--- src/rtl/atom_mem_arbiter_if.sv ---
// Signal bundle for atom_mem_arbiter. It carries the CPU bus, the HPS download stream and the memory port.
// slave  : the arbiter's view. It receives CPU and download requests, drives the memory port and returns status.
// master : the surrounding core's view. It drives the requests and the memory read data.
interface atom_mem_arbiter_if;
  // CPU bus
  logic        cpu_en;
  logic [17:0] cpu_addr;
  logic        cpu_we;
  logic [7:0]  cpu_din;
  logic [7:0]  cpu_dout;
  // HPS download stream
  logic        dl_active;
  logic        dl_wr;
  logic [11:0] dl_addr;
  logic [7:0]  dl_data;
  logic        dl_wait;
  logic        dl_done;
  logic        dl_overflow;
  logic        cpu_hold;
  // shared single-port memory
  logic [17:0] mem_addr;
  logic        mem_we;
  logic [7:0]  mem_din;
  logic [7:0]  mem_dout;

  modport slave (
    input  cpu_en, cpu_addr, cpu_we, cpu_din,
    input  dl_active, dl_wr, dl_addr, dl_data,
    input  mem_dout,
    output cpu_dout, dl_wait, dl_done, dl_overflow, cpu_hold,
    output mem_addr, mem_we, mem_din
  );

  modport master (
    output cpu_en, cpu_addr, cpu_we, cpu_din,
    output dl_active, dl_wr, dl_addr, dl_data,
    output mem_dout,
    input  cpu_dout, dl_wait, dl_done, dl_overflow, cpu_hold,
    input  mem_addr, mem_we, mem_din
  );
endinterface

--- src/rtl/atom_mem_arbiter.sv ---
// Purpose : arbitrates the single-port Atom memory between the CPU (always first) and the buffered HPS download.
// Latency : grant is combinational; CPU read data lands in cpu_dout two cycles after cpu_en; a queued byte writes >=1 cycle after dl_wr.
// Backpressure: registered dl_wait asserts when the FIFO will hold >= FIFO_DEPTH-1 bytes; a byte arriving while full is dropped (sticky dl_overflow).
// Ports: clk_sys/reset_n (async active-low) plus bus (atom_mem_arbiter_if.slave):
//   cpu_* request/read data, dl_* download stream and status, cpu_hold, mem_* memory port.
module atom_mem_arbiter #(
  parameter int          FIFO_DEPTH = 4,
  parameter logic [17:0] DL_BASE    = 18'h17000,
  parameter logic [63:0] WP_MASK    = 64'h0000_F4C0_007F_F000
) (
  input  logic              clk_sys,
  input  logic              reset_n,
  atom_mem_arbiter_if.slave bus
);

  localparam int PTR_W = (FIFO_DEPTH > 1) ? $clog2(FIFO_DEPTH) : 1;
  localparam int CNT_W = PTR_W + 1;
  localparam logic [CNT_W-1:0] DEPTH_C = CNT_W'(FIFO_DEPTH);
  localparam logic [CNT_W-1:0] WAIT_C  = CNT_W'(FIFO_DEPTH - 1);

  localparam logic [1:0] ST_IDLE    = 2'd0;
  localparam logic [1:0] ST_LOADING = 2'd1;
  localparam logic [1:0] ST_DRAIN   = 2'd2;
  localparam logic [1:0] ST_DONE    = 2'd3;

  typedef struct packed {
    logic [11:0] addr;
    logic [7:0]  data;
  } dl_ent_t;

  dl_ent_t          fifo_q [FIFO_DEPTH];
  logic [PTR_W-1:0] rd_ptr_q, rd_ptr_d;
  logic [PTR_W-1:0] wr_ptr_q, wr_ptr_d;
  logic [CNT_W-1:0] cnt_q, cnt_d;
  logic             dl_wait_q, dl_wait_d;
  logic             ovf_q, ovf_d;
  logic             act_q;
  logic [1:0]       state_q, state_d;
  logic             rd_pend_q;
  logic [7:0]       cpu_dout_q;
  logic [17:0]      last_addr_q;

  logic             full, pop, push, drop, rise;
  dl_ent_t          head;
  logic [17:0]      mem_addr_c;
  logic             mem_we_c;
  logic [7:0]       mem_din_c;

  // The pop decision looks only at the registered count. A byte pushed into an empty FIFO
  // therefore cannot be written in the same cycle.
  assign full = (cnt_q == DEPTH_C);
  assign pop  = ~bus.cpu_en & (cnt_q != '0);
  assign push = bus.dl_wr & (~full | pop);
  assign drop = bus.dl_wr & full & ~pop;
  assign rise = bus.dl_active & ~act_q;
  assign head = fifo_q[rd_ptr_q];

  // Memory port mux. CPU writes are filtered per 4 KB page. Loader writes bypass protection.
  always_comb begin
    mem_addr_c = last_addr_q;
    mem_we_c   = 1'b0;
    mem_din_c  = 8'h00;
    if (bus.cpu_en) begin
      mem_addr_c = bus.cpu_addr;
      mem_din_c  = bus.cpu_din;
      mem_we_c   = bus.cpu_we & ~WP_MASK[bus.cpu_addr[17:12]];
    end else if (pop) begin
      mem_addr_c = DL_BASE + {6'b0, head.addr};
      mem_din_c  = head.data;
      mem_we_c   = 1'b1;
    end
  end

  assign bus.mem_addr    = mem_addr_c;
  assign bus.mem_we      = mem_we_c;
  assign bus.mem_din     = mem_din_c;
  assign bus.cpu_dout    = cpu_dout_q;
  assign bus.dl_wait     = dl_wait_q;
  assign bus.dl_overflow = ovf_q;
  assign bus.cpu_hold    = (state_q == ST_LOADING) | (state_q == ST_DRAIN);
  assign bus.dl_done     = (state_q == ST_DONE);

  // FIFO bookkeeping
  always_comb begin
    rd_ptr_d = pop  ? rd_ptr_q + PTR_W'(1) : rd_ptr_q;
    wr_ptr_d = push ? wr_ptr_q + PTR_W'(1) : wr_ptr_q;
    case ({push, pop})
      2'b10:   cnt_d = cnt_q + CNT_W'(1);
      2'b01:   cnt_d = cnt_q - CNT_W'(1);
      default: cnt_d = cnt_q;
    endcase
    dl_wait_d = (cnt_d >= WAIT_C);
    // A drop in the same cycle as a new download start still leaves the flag set.
    ovf_d = ovf_q;
    if (rise) ovf_d = 1'b0;
    if (drop) ovf_d = 1'b1;
  end

  // Download sequencing
  always_comb begin
    state_d = state_q;
    case (state_q)
      ST_IDLE:    if (rise) state_d = ST_LOADING;
      ST_LOADING: if (!bus.dl_active) state_d = ST_DRAIN;
      ST_DRAIN: begin
        if (rise)                        state_d = ST_LOADING;
        else if ((cnt_q == '0) && !pop)  state_d = ST_DONE;
      end
      ST_DONE:    state_d = rise ? ST_LOADING : ST_IDLE;
      default:    state_d = ST_IDLE;
    endcase
  end

  always_ff @(posedge clk_sys or negedge reset_n) begin
    if (!reset_n) begin
      rd_ptr_q    <= '0;
      wr_ptr_q    <= '0;
      cnt_q       <= '0;
      dl_wait_q   <= 1'b0;
      ovf_q       <= 1'b0;
      act_q       <= 1'b0;
      state_q     <= ST_IDLE;
      rd_pend_q   <= 1'b0;
      cpu_dout_q  <= 8'h00;
      last_addr_q <= '0;
    end else begin
      rd_ptr_q  <= rd_ptr_d;
      wr_ptr_q  <= wr_ptr_d;
      cnt_q     <= cnt_d;
      dl_wait_q <= dl_wait_d;
      ovf_q     <= ovf_d;
      act_q     <= bus.dl_active;
      state_q   <= state_d;
      // The memory returns data one cycle after the address. Capture it at the end of that cycle.
      rd_pend_q <= bus.cpu_en & ~bus.cpu_we;
      if (rd_pend_q)  cpu_dout_q  <= bus.mem_dout;
      if (bus.cpu_en) last_addr_q <= bus.cpu_addr;
    end
  end

  // Entry storage needs no reset because the pointers and count define validity.
  always_ff @(posedge clk_sys) begin
    if (push) fifo_q[wr_ptr_q] <= '{addr: bus.dl_addr, data: bus.dl_data};
  end

endmodule

--- src/flat_wrapper.sv ---
// flat-port wrapper written by rule: the top's interface ports become plain ports
module atom_mem_arbiter_flat 
#(
  parameter int          FIFO_DEPTH = 4,
  parameter logic [17:0] DL_BASE    = 18'h17000,
  parameter logic [63:0] WP_MASK    = 64'h0000_F4C0_007F_F000
)
  (clk_sys, reset_n, bus_cpu_en, bus_cpu_addr, bus_cpu_we, bus_cpu_din, bus_dl_active, bus_dl_wr, bus_dl_addr, bus_dl_data, bus_mem_dout, bus_cpu_dout, bus_dl_wait, bus_dl_done, bus_dl_overflow, bus_cpu_hold, bus_mem_addr, bus_mem_we, bus_mem_din);
  atom_mem_arbiter_if bus_i ();
  input  logic clk_sys;
  input  logic reset_n;
  input wire logic [$bits(bus_i.cpu_en)-1:0] bus_cpu_en;
  input wire logic [$bits(bus_i.cpu_addr)-1:0] bus_cpu_addr;
  input wire logic [$bits(bus_i.cpu_we)-1:0] bus_cpu_we;
  input wire logic [$bits(bus_i.cpu_din)-1:0] bus_cpu_din;
  input wire logic [$bits(bus_i.dl_active)-1:0] bus_dl_active;
  input wire logic [$bits(bus_i.dl_wr)-1:0] bus_dl_wr;
  input wire logic [$bits(bus_i.dl_addr)-1:0] bus_dl_addr;
  input wire logic [$bits(bus_i.dl_data)-1:0] bus_dl_data;
  input wire logic [$bits(bus_i.mem_dout)-1:0] bus_mem_dout;
  output wire logic [$bits(bus_i.cpu_dout)-1:0] bus_cpu_dout;
  output wire logic [$bits(bus_i.dl_wait)-1:0] bus_dl_wait;
  output wire logic [$bits(bus_i.dl_done)-1:0] bus_dl_done;
  output wire logic [$bits(bus_i.dl_overflow)-1:0] bus_dl_overflow;
  output wire logic [$bits(bus_i.cpu_hold)-1:0] bus_cpu_hold;
  output wire logic [$bits(bus_i.mem_addr)-1:0] bus_mem_addr;
  output wire logic [$bits(bus_i.mem_we)-1:0] bus_mem_we;
  output wire logic [$bits(bus_i.mem_din)-1:0] bus_mem_din;
  assign bus_i.cpu_en = bus_cpu_en;
  assign bus_i.cpu_addr = bus_cpu_addr;
  assign bus_i.cpu_we = bus_cpu_we;
  assign bus_i.cpu_din = bus_cpu_din;
  assign bus_i.dl_active = bus_dl_active;
  assign bus_i.dl_wr = bus_dl_wr;
  assign bus_i.dl_addr = bus_dl_addr;
  assign bus_i.dl_data = bus_dl_data;
  assign bus_i.mem_dout = bus_mem_dout;
  assign bus_cpu_dout = bus_i.cpu_dout;
  assign bus_dl_wait = bus_i.dl_wait;
  assign bus_dl_done = bus_i.dl_done;
  assign bus_dl_overflow = bus_i.dl_overflow;
  assign bus_cpu_hold = bus_i.cpu_hold;
  assign bus_mem_addr = bus_i.mem_addr;
  assign bus_mem_we = bus_i.mem_we;
  assign bus_mem_din = bus_i.mem_din;
  atom_mem_arbiter #(.FIFO_DEPTH(FIFO_DEPTH), .DL_BASE(DL_BASE), .WP_MASK(WP_MASK)) u_core (.clk_sys(clk_sys), .reset_n(reset_n), .bus(bus_i));
endmodule
--- config.mk ---
export PLATFORM = sky130hd
export DESIGN_NAME = atom_mem_arbiter_flat
export DESIGN_NICKNAME = d
export VERILOG_FILES = /design/src/rtl/atom_mem_arbiter_if.sv /design/src/rtl/atom_mem_arbiter.sv /design/src/flat_wrapper.sv
export SDC_FILE = /design/constraint.sdc
export NUM_CORES = 1
export LEC_CHECK = 0
export BUFFER_PORTS_ARGS = -buffer_cell sky130_fd_sc_hd__buf_2
export CORE_MARGIN = 3
export CORE_UTILIZATION = 55
export DETAILED_ROUTE_END_ITERATION = 7
export PLACE_DENSITY_LB_ADDON = 0.12
export SYNTH_ARGS = -nofsm -noshare
export SYNTH_HDL_FRONTEND = slang
export SYNTH_SLANG_ARGS = --single-unit
--- constraint.sdc ---
create_clock -name clk_sys -period 3.4 [get_ports clk_sys]
set_clock_uncertainty 0.05 [all_clocks]
set_input_delay 0.51 -clock clk_sys [delete_from_list [all_inputs] [get_ports clk_sys]]
set_output_delay 0.51 -clock clk_sys [all_outputs]
set_load 0.005 [all_outputs]
==> reports/summary.txt, run 1 <==
Antenna violations before repair: 0
FFs w/ async S/R, synth: 32.8%
Number of port buffers: 98
ANT cells: 0
Largest stage delay, worst path: 540 ps
Vias: 3022
Routed WL per cell: 18.0 µm
Drc violations: 0
First-pass GRT wire length: 15500 µm
Psw: 0.00148 W
Hold_buf cts: 0
Achievable Freq: 347 MHz
Synth Cell Area: 5070 µm²
Setup Viol. Count Final: 0
Postcts setup bufs: 0
Synth-to-Final Area Change: 23.1%
Area leader, netlist: edfxtp_1
Worst reg2reg setup slack: 840 ps
Final Slew Violations: 0
Initial Utilization: 57.3%
Final std cells w/o fill: 551
Top FF cell, synth: edfxtp_1
Drt first pass iters: 5
Worst path arrival time: 2320 ps
Post-DP HPWL: 6480 µm
Seq pwr share: 39.2%
Fraction of layout cells with a size suffix above 1: 40.4%
Critical path fanouts, max: 11
Die H: 102 µm
Clock-pin slew on the worst setup and hold paths: 60 ps
FP Rows: 34
Post-cts resize count: 0
Root buf cell: clkbuf_8
Nets@finish: 501
Internal: 0.00363 W
Post-Route Setup TNS: 0 ps
Comb power frac: 27.3%
Max_slew headroom: 41.0%
Global route total overflow: 0
Power density over the cells: 819 nW/µm²
Area of the die: 10400 µm²
Minimum hold slack: 75.6 ps
CP Launch Type: flip-flop
WS Path Type: flip-flop to primary output
DR vias/cell: 5.48
Worst Max-Slew Pin Slew: 885 ps
Required @ worst endpoint: 2840 ps
EDFF count, synth: 80
Cells along the critical path: or3_4 > nor2_2 > a22oi_1 > nand2_1 > buf_2
Clk pwr share: 33.5%
Crit end category: primary output
Synthesized instance count: 321
Syn. warnings: 0
Core footprint: 8850 µm²
RSZ-0062 raised after global routing: no
Area share of the largest cell type after synthesis: 47.4%
Hold Path Class: input port to asynchronous set/reset pin
Crit path time final: 2880 ps
Fin util: 70.5%
R2r startpoint: u_core.cnt_q[2]$_DFF_PN0_
Routed WL: 9920 µm
Die W: 102 µm
R2R depth: 7
Synth cell types: 45
Clk sinks: 119
Most frequent cells in the layout: buf_2 (98), edfxtp_1 (80), dfrtp_1 (39)
Worst-Skew Late Latency: 500 ps
Ranking of synthesized cells by area: edfxtp_1 (47%), dfrtp_1 (19%), mux4_2 (8.9%)
Average cell area after synthesis: 15.8 µm²
Io pins: 99
Max cap viols: 0
Vias in the first global route: 3001
#FFs+latches synth: 119
Status: complete, no violations
Dpl cells: 520
Drt first-iter violations: 116
Clock Path Buffers: 2
Gpl congestion: 0.768
Sequential share of the synthesized area: 66.7%
Leakage: 2.57 nW
Mapped Nets: 391
R2R Path End: u_core.bus.dl_wait$_DFF_PN0_
Total track usage: 20.2%
CTS tree: done
Sw frac: 28.9%
PnR Total Power: 0.00511 W
Final period utilization: 84.8%
Critical-path top delay cell: dfrtp_1
Final Hold Vio Count: 0
VDD IR max: 465 µV
Largest net degree at the start of global routing: 47
Number of buffers created by CTS: 17
Post-DRT Antenna Nets: 0
Htree depth: 4
Most common cell after layout, fill and taps aside: buf_2
## how the worst max path moves through the flow
stage | depth (start not counted) | start | to
floorplan | 7 | bus_cpu_en | u_core.bus.dl_wait$_DFF_PN0_
global placement | 7 | bus_cpu_en | u_core.bus.dl_wait$_DFF_PN0_
detailed placement | 7 | bus_cpu_en | u_core.bus.dl_wait$_DFF_PN0_
CTS | 5 | u_core.cnt_q[2]$_DFF_PN0_ | bus_mem_addr[7]
global route | 5 | u_core.cnt_q[2]$_DFF_PN0_ | bus_mem_addr[9]
finish | 5 | u_core.cnt_q[2]$_DFF_PN0_ | bus_mem_addr[7]
## kinds of logic after synthesis
kind of cell	Yosys count	synth area share [%]
mux	36	12.5
compound gates	54	7.65
flops	119	66.7
buf+inv	36	3.36
simple gates	61	6.34
xor+xnor	5	0.864
fa+ha+maj	10	2.62
## power by group through the flow
| stage | clock network [W] | logic [W] | registers [W] |
|---|---|---|---|
| after floorplan | 0 | 0.000985 | 0.00199 |
| after global placement | 0 | 0.00138 | 0.00201 |
| after detailed placement | 0 | 0.00141 | 0.00203 |
| after CTS | 0.00174 | 0.00142 | 0.00200 |
| after global routing | 0.00180 | 0.00155 | 0.00204 |
| final | 0.00171 | 0.00140 | 0.00200 |
## Yosys cell counts (5+ instances only)
master	instances
inv_1	20
and2_1	5
edfxtp_1	80
o21ai_0	16
clkbuf_1	6
mux2_2	15
nand2_1	30
ha_1	9
dfrtp_1	39
mux4_2	20
a22oi_1	14
a22o_1	10
nand2b_1	5
## routing by layer
| layer | global-route usage, % | up-vias | wire [µm] |
|---|---|---|---|
| li1 | - | 1434 | - |
| met1 | 28.5 | 1467 | 4480 |
| met2 | 30.3 | 117 | 4670 |
| met3 | 6.62 | 4 | 727 |
| met4 | 6.46 | 0 | 39 |
| met5 | 0 | - | 0 |
## worst max-delay path, delay by kind of cell, from the launching register on
| kind | cells | cell delay, ps |
|---|---|---|
| simple gates | 3 | 1000 |
| flops | 1 | 540 |
| compound gates | 1 | 170 |
| buf+inv | 1 | 110 |
## flip-flops by register name, indices dropped and copies added (netlist names)
signal	cells
u_core.bus.dl_wait	1
u_core.rd_pend_q	1
u_core.fifo_q	80
u_core.state_q	2
u_core.wr_ptr_q	2
u_core.bus.cpu_dout	8
u_core.last_addr_q	18
u_core.rd_ptr_q	2
u_core.act_q	1
u_core.cnt_q	3
u_core.bus.dl_overflow	1
## final cells by class
type	count	area [µm²]
Clock buffer	17	414
Clock inverter	14	160
Fill cell	609	2610
Inverter	20	75.1
Multi-Input combinational cell	166	1520
Sequential cell	119	3380
Tap cell	108	135
Timing Repair Buffer	107	558
## metrics by stage
stage	area [µm²]	setup slack [ps]
finish	6240	517
floorplan	5070	1120
CTS	6240	501
global placement	5670	931
global route	6240	383
detailed placement	5670	902
No activity file was read; power rests on OpenSTA's default activity.
==> run 2, diff against run 1 <==
==> constraint.sdc (replaced) <==
create_clock -name clk_sys -period 2.9 [get_ports clk_sys]
set_clock_uncertainty 0.05 [all_clocks]
set_input_delay 0.435 -clock clk_sys [delete_from_list [all_inputs] [get_ports clk_sys]]
set_output_delay 0.435 -clock clk_sys [all_outputs]
set_load 0.005 [all_outputs]
==> run 2 against run 1 <==
Cell area shrank 0.18%. Via count grew 0.36%. Combinational power grew 16%. Non-clock buffer count grew 1. Largest cell class unchanged. Largest power group unchanged. Highest routed layer is now met5.
==> reports/summary.txt, run 2 (synthesis gave the netlist of run 1 again) <==
Status: complete, no violations (unchanged)
CTS tree: done (unchanged)
Leakage: 2.58 nW (was 2.57 nW)
Power density over the cells: 943 nW/µm² (was 819 nW/µm²)
Worst Setup SP: u_core.rd_ptr_q[0]$_DFFE_PN0N_ (was u_core.cnt_q[2]$_DFF_PN0_)
Nets@finish: 502 (was 501)
Io pins: 99 (unchanged)
Number of port buffers: 98 (unchanged)
Drt first-iter violations: 158 (was 116)
Most frequent cells in the layout: buf_2 (98), edfxtp_1 (80), dfrtp_1 (39) (unchanged)
Gpl congestion: 0.755 (was 0.768)
Final Slew Violations: 0 (unchanged)
Die W: 102 µm (unchanged)
Worst setup path endpoint: bus_mem_addr[7] (unchanged)
Drt first pass iters: 4 (was 5)
Drc violations: 0 (unchanged)
Number of buffers created by CTS: 17 (unchanged)
Clock Path Buffers: 2 (unchanged)
Largest net degree at the start of global routing: 54 (was 47)
Worst path arrival time: 2200 ps (was 2320 ps)
R2r startpoint: u_core.cnt_q[2]$_DFF_PN0_ (unchanged)
Crit end category: primary output (unchanged)
Worst reg2reg setup slack: 540 ps (was 840 ps)
Final Hold Vio Count: 0 (unchanged)
Max cap viols: 0 (unchanged)
Achievable Freq: 373 MHz
R2R Path End: u_core.bus.dl_wait$_DFF_PN0_ (unchanged)
FP Rows: 34 (unchanged)
Final period utilization: 92.4%
Hold Path Class: input port to asynchronous set/reset pin (unchanged)
R2R depth: 7 (unchanged)
Worst Max-Slew Pin Slew: 881 ps (was 885 ps)
Max reg flops: 80 (unchanged)
Vias in the first global route: 2982 (was 3001)
RSZ-0062 raised after global routing: no (unchanged)
CP Launch Type: flip-flop (unchanged)
Synth-to-Final Area Change: 22.9% (was 23.1%)
Required @ worst endpoint: 2410 ps (was 2840 ps)
Total track usage: 19.6% (was 20.2%)
Root buf cell: clkbuf_8 (unchanged)
Most common cell after layout, fill and taps aside: buf_2 (unchanged)
Crit path time final: 2680 ps
Post-cts resize count: 0 (unchanged)
Area of the die: 10400 µm² (unchanged)
Top reg by flops: u_core.fifo_q (unchanged)
Hold_buf cts: 0 (unchanged)
ANT cells: 0 (unchanged)
Max_slew headroom: 41.3% (was 41.0%)
Final std cells w/o fill: 553 (was 551)
Critical path fanouts, max: 22 (was 11)
Routed WL: 9530 µm (was 9920 µm)
Post-DP HPWL: 6310 µm (was 6480 µm)
Worst-Skew Late Latency: 490 ps (was 500 ps)
DR vias/cell: 5.48 (about the same)
Setup Viol. Count Final: 0 (unchanged)
Post-Route Setup TNS: 0 ps (unchanged)
Vias: 3033 (was 3022)
Dpl cells: 521 (was 520)
Routed WL per cell: 17.2 µm (was 18.0 µm)
Htree depth: 4 (unchanged)
VDD IR max: 609 µV (was 465 µV)
Clock-pin slew on the worst setup and hold paths: 60 ps (about the same)
WS Path Type: flip-flop to primary output (unchanged)
Postcts setup bufs: 0 (unchanged)
Antenna violations before repair: 1 (was 0)
Die H: 102 µm (unchanged)
Core footprint: 8850 µm² (unchanged)
Post-DRT Antenna Nets: 0 (unchanged)
Initial Utilization: 57.3% (unchanged)
First-pass GRT wire length: 15300 µm (was 15500 µm)
Global route total overflow: 0 (unchanged)
Clk sinks: 119 (unchanged)
Fraction of layout cells with a size suffix above 1: 40.2% (was 40.4%)
## run 2: per-stage QoR
stage / hold WS (ps) / cell area (µm²) / util (%) / setup WS [ps] / power, W
2_1_floorplan: 89.4 / 5070 / - / 697 / 0.00349
3_3_place_gp: 399 / 5670 / 64.1 / 619 / 0.00397
3_5_place_dp: 408 / 5670 / 64.1 / 526 / 0.00401
4_1_cts: 7.92 / 6220 / 70.3 / 100 / 0.00594
5_1_grt: 0.300 / 6230 / 70.4 / 34.3 / 0.00622
6_report: 18.6 / 6230 / 70.4 / 220 / 0.00588
## run 2: how the worst min path moves through the flow
| stage | slack (ps) | depth (start not counted) | to |
|---|---|---|---|
| after floorplan | 90 | 0 | u_core.act_q$_DFF_PN0_ |
| after global placement | 400 | 2 | u_core.bus.dl_overflow$_DFFE_PN0P_ |
| after detailed placement | 410 | 2 | u_core.bus.dl_overflow$_DFFE_PN0P_ |
| after CTS | 8 | 1 | u_core.act_q$_DFF_PN0_ |
| after global routing | 0.3 | 1 | u_core.act_q$_DFF_PN0_ |
| final | 20 | 1 | u_core.bus.cpu_dout[7]$_DFFE_PN0P_ |
## run 2: critical path, stage by stage, from the launching register on
cell	delay, ps
dfrtp_1	320
buf_4	380
mux4_2	590
a22oi_1	180
nand2_1	90
buf_2	130
## run 2: where the power goes
group / internal, W / total (W) / switching, W
combinational: 0.000792 / 0.00163 / 0.000834
clock: 0.00123 / 0.00191 / 0.000681
sequential: 0.00218 / 0.00234 / 0.000165
total: 0.00420 / 0.00588 / 0.00168
## run 2: metal layers
metal / global-route usage [%] / up-vias / part of all wire [%]
li1: - / 1436 / -
met4: 6.05 / 2 / 0.44
met2: 30.3 / 95 / 48
met3: 5.53 / 4 / 6.6
met5: 0 / - / 0.14
met1: 27.5 / 1496 / 45
## run 2: cell type report
cell class                      count  area, µm²
Sequential cell                   119       3380
Timing Repair Buffer              108        566
Fill cell                         573       2620
Clock inverter                      7       66.3
Multi-Input combinational cell    166       1530
Clock buffer                       25        484
Inverter                           20       75.1
Tap cell                          108        135
==> run 3, diff against run 2 <==
==> constraint.sdc (replaced) <==
create_clock -name clk_sys -period 2.65 [get_ports clk_sys]
set_clock_uncertainty 0.05 [all_clocks]
set_input_delay 0.3975 -clock clk_sys [delete_from_list [all_inputs] [get_ports clk_sys]]
set_output_delay 0.3975 -clock clk_sys [all_outputs]
set_load 0.005 [all_outputs]
==> run 3 against run 2 <==
Routed wire length is 4.3% higher. Critical path depth stayed put. First-iteration DRC count is 22% higher. Clock-buffer cell count is 3 lower. Worst setup slack worse by 91 ps. Register-to-register slack worse by 240 ps. Sequential share of layout area is 0.86 points lower. Clock power is 14% higher. Sequential power is 9.8% higher. Global-route usage is 1.1 points higher. Hold slack better by 21 ps. Total power is 12% higher. Critical path type unchanged. Highest routed layer is now met4.
==> reports/summary.txt, run 3 (synthesis gave the netlist of run 1 again) <==
R2R depth: 7 (unchanged)
Critical path fanouts, max: 11 (was 22)
Synth-to-Final Area Change: 24.9% (was 22.9%)
RSZ-0062 raised after global routing: no (unchanged)
Die W: 102 µm (unchanged)
Routed WL: 9940 µm (was 9530 µm)
Final Slew Violations: 0 (unchanged)
Top reg by flops: u_core.fifo_q (unchanged)
Post-DRT Antenna Nets: 0 (unchanged)
Post-DP HPWL: 6370 µm (was 6310 µm)
Die H: 102 µm (unchanged)
Largest net degree at the start of global routing: 54 (unchanged)
Number of port buffers: 98 (unchanged)
Gpl congestion: 0.760 (was 0.755)
Area of the die: 10400 µm² (unchanged)
Clock Path Buffers: 2 (unchanged)
Initial Utilization: 57.3% (unchanged)
Delay-heaviest family, CP: simple AND/OR/NAND/NOR gates (was multiplexers)
Power density over the cells: 1040 nW/µm² (was 943 nW/µm²)
Worst path depth: 5 (unchanged)
Worst Max-Slew Pin Slew: 853 ps (was 881 ps)
Final Hold Vio Count: 0 (unchanged)
Worst Path Buf+Inv: 1 (was 2)
Root buf cell: clkbuf_8 (unchanged)
Required @ worst endpoint: 2200 ps (was 2410 ps)
Htree depth: 4 (unchanged)
WHS Path Cells: 2
Antenna violations before repair: 0 (was 1)
Post-Route Setup TNS: 0 ps (unchanged)
Most frequent cells in the layout: buf_2 (98), edfxtp_1 (80), dfrtp_1 (38) (was buf_2 (98), edfxtp_1 (80), dfrtp_1 (39))
Dpl cells: 521 (unchanged)
Clock-pin slew on the worst setup and hold paths: 60 ps (about the same)
Most common cell after layout, fill and taps aside: buf_2 (unchanged)
Hold Path Class: input port to flip-flop (was input port to asynchronous set/reset pin)
Crit end category: primary output (unchanged)
Fraction of layout cells with a size suffix above 1: 41.1% (was 40.2%)
Setup WS post-layout: 129 ps (was 220 ps)
Max_slew headroom: 43.1% (was 41.3%)
DR vias/cell: 5.44 (was 5.48)
Worst-Skew Late Latency: 500 ps (was 490 ps)
Dpl ws: 241 ps (was 526 ps)
Vias: 3029 (was 3033)
Max reg flops: 80 (unchanged)
Drt first pass iters: 5 (was 4)
Critical-path top delay cell: dfrtp_2 (was mux4_2)
Largest stage delay, worst path: 490 ps (was 590 ps)
Final period utilization: 95.1%
Global route total overflow: 0 (unchanged)
VDD IR max: 698 µV (was 609 µV)
Number of buffers created by CTS: 17 (unchanged)
WS Path Type: flip-flop to primary output (unchanged)
Clk sinks: 119 (unchanged)
CP Launch Type: flip-flop (unchanged)
PnR Total Power: 0.00659 W (was 0.00588 W)
First-pass GRT wire length: 15900 µm (was 15300 µm)
Drt first-iter violations: 192 (was 158)
Fin util: 71.6% (was 70.4%)
Core footprint: 8850 µm² (unchanged)
Nets@finish: 505 (was 502)
Total track usage: 20.7% (was 19.6%)
Setup Viol. Count Final: 0 (unchanged)
Max cap viols: 0 (unchanged)
FP Rows: 34 (unchanged)
Postcts setup bufs: 0 (unchanged)
Achievable Freq: 397 MHz
Cells along the critical path: or3_4 > nor2_2 > a22oi_1 > nand2_1 > buf_2 (was buf_4 > mux4_2 > a22oi_1 > nand2_1 > buf_2)
Drc violations: 0 (unchanged)
Status: complete, no violations (unchanged)
Routed WL per cell: 17.8 µm (was 17.2 µm)
Worst path arrival time: 2070 ps (was 2200 ps)
Crit path time final: 2520 ps
CTS tree: done (unchanged)
Leakage: 2.61 nW (was 2.58 nW)
Io pins: 99 (unchanged)
Vias in the first global route: 3160 (was 2982)
Final std cells w/o fill: 557 (was 553)
[run 3: cell types whose count changed in the layout (fill, tap and decap cells not counted), sizes merged]
cell / before / now
nor2: 6 / 7
clkinv: 2 / 3
diode: 0 / 1
clkinvlp: 1 / 2
dlygate4sd3: 0 / 2
inv: 23 / 25
clkbuf: 25 / 22
bufinv: 1 / 0
[run 3: metrics by stage]
| step | area (µm²) | hold slack, ps |
|---|---|---|
| 6_report | 6330 | 39.6 |
| 5_1_grt | 6330 | 12.8 |
| 4_1_cts | 6320 | 4.73 |
| 3_5_place_dp | 5710 | 408 |
| 3_3_place_gp | 5710 | 397 |
| 2_1_floorplan | 5070 | 51.9 |
[run 3: layer usage]
layer	global-route usage (%)	share of wire [%]	vias to the layer above
met1	28.3	44	1464
met5	0	0	-
met3	6.48	6.8	8
li1	-	-	1441
met2	30.8	48	116
met4	9.49	1.1	0
[run 3: where the power goes]
part	leakage (nW)	switching, W	total (W)	internal [W]
registers	1.20	0.000188	0.00257	0.00238
clock network	0.285	0.000820	0.00218	0.00136
logic	1.12	0.000928	0.00184	0.000909
[run 3: final timing paths]
check	end	startpoint	slack, ps
max	bus_mem_addr[7]	u_core.cnt_q[2]$_DFF_PN0_	130
min	u_core.rd_pend_q$_DFF_PN0_	bus_cpu_we	40
max reg2reg	u_core.bus.dl_wait$_DFF_PN0_	u_core.cnt_q[1]$_DFF_PN0_	300
min reg2reg	u_core.bus.dl_overflow$_DFFE_PN0P_	u_core.bus.dl_overflow$_DFFE_PN0P_	420
max in group asynchronous	u_core.cnt_q[2]$_DFF_PN0_	reset_n	1460
min in group asynchronous	u_core.bus.cpu_dout[7]$_DFFE_PN0P_	reset_n	490
[run 3: timing repair]
action,in CTS,in global routing
resized for setup,1,1
hold endpoints to repair,40,0
gates cloned,0,1
hold buffers,2,0
endpoints found under the setup margin,11,11
pin swaps,0,1
[run 3: layout make-up]
type                            instances  area, µm²
Fill cell                             577       2520
Inverter                               20       75.1
Antenna cell                            1       2.50
Clock inverter                         10       78.8
Timing Repair Buffer                  110        623
Tap cell                              108        135
Sequential cell                       119       3380
Multi-Input combinational cell        167       1530
Clock buffer                           22        507
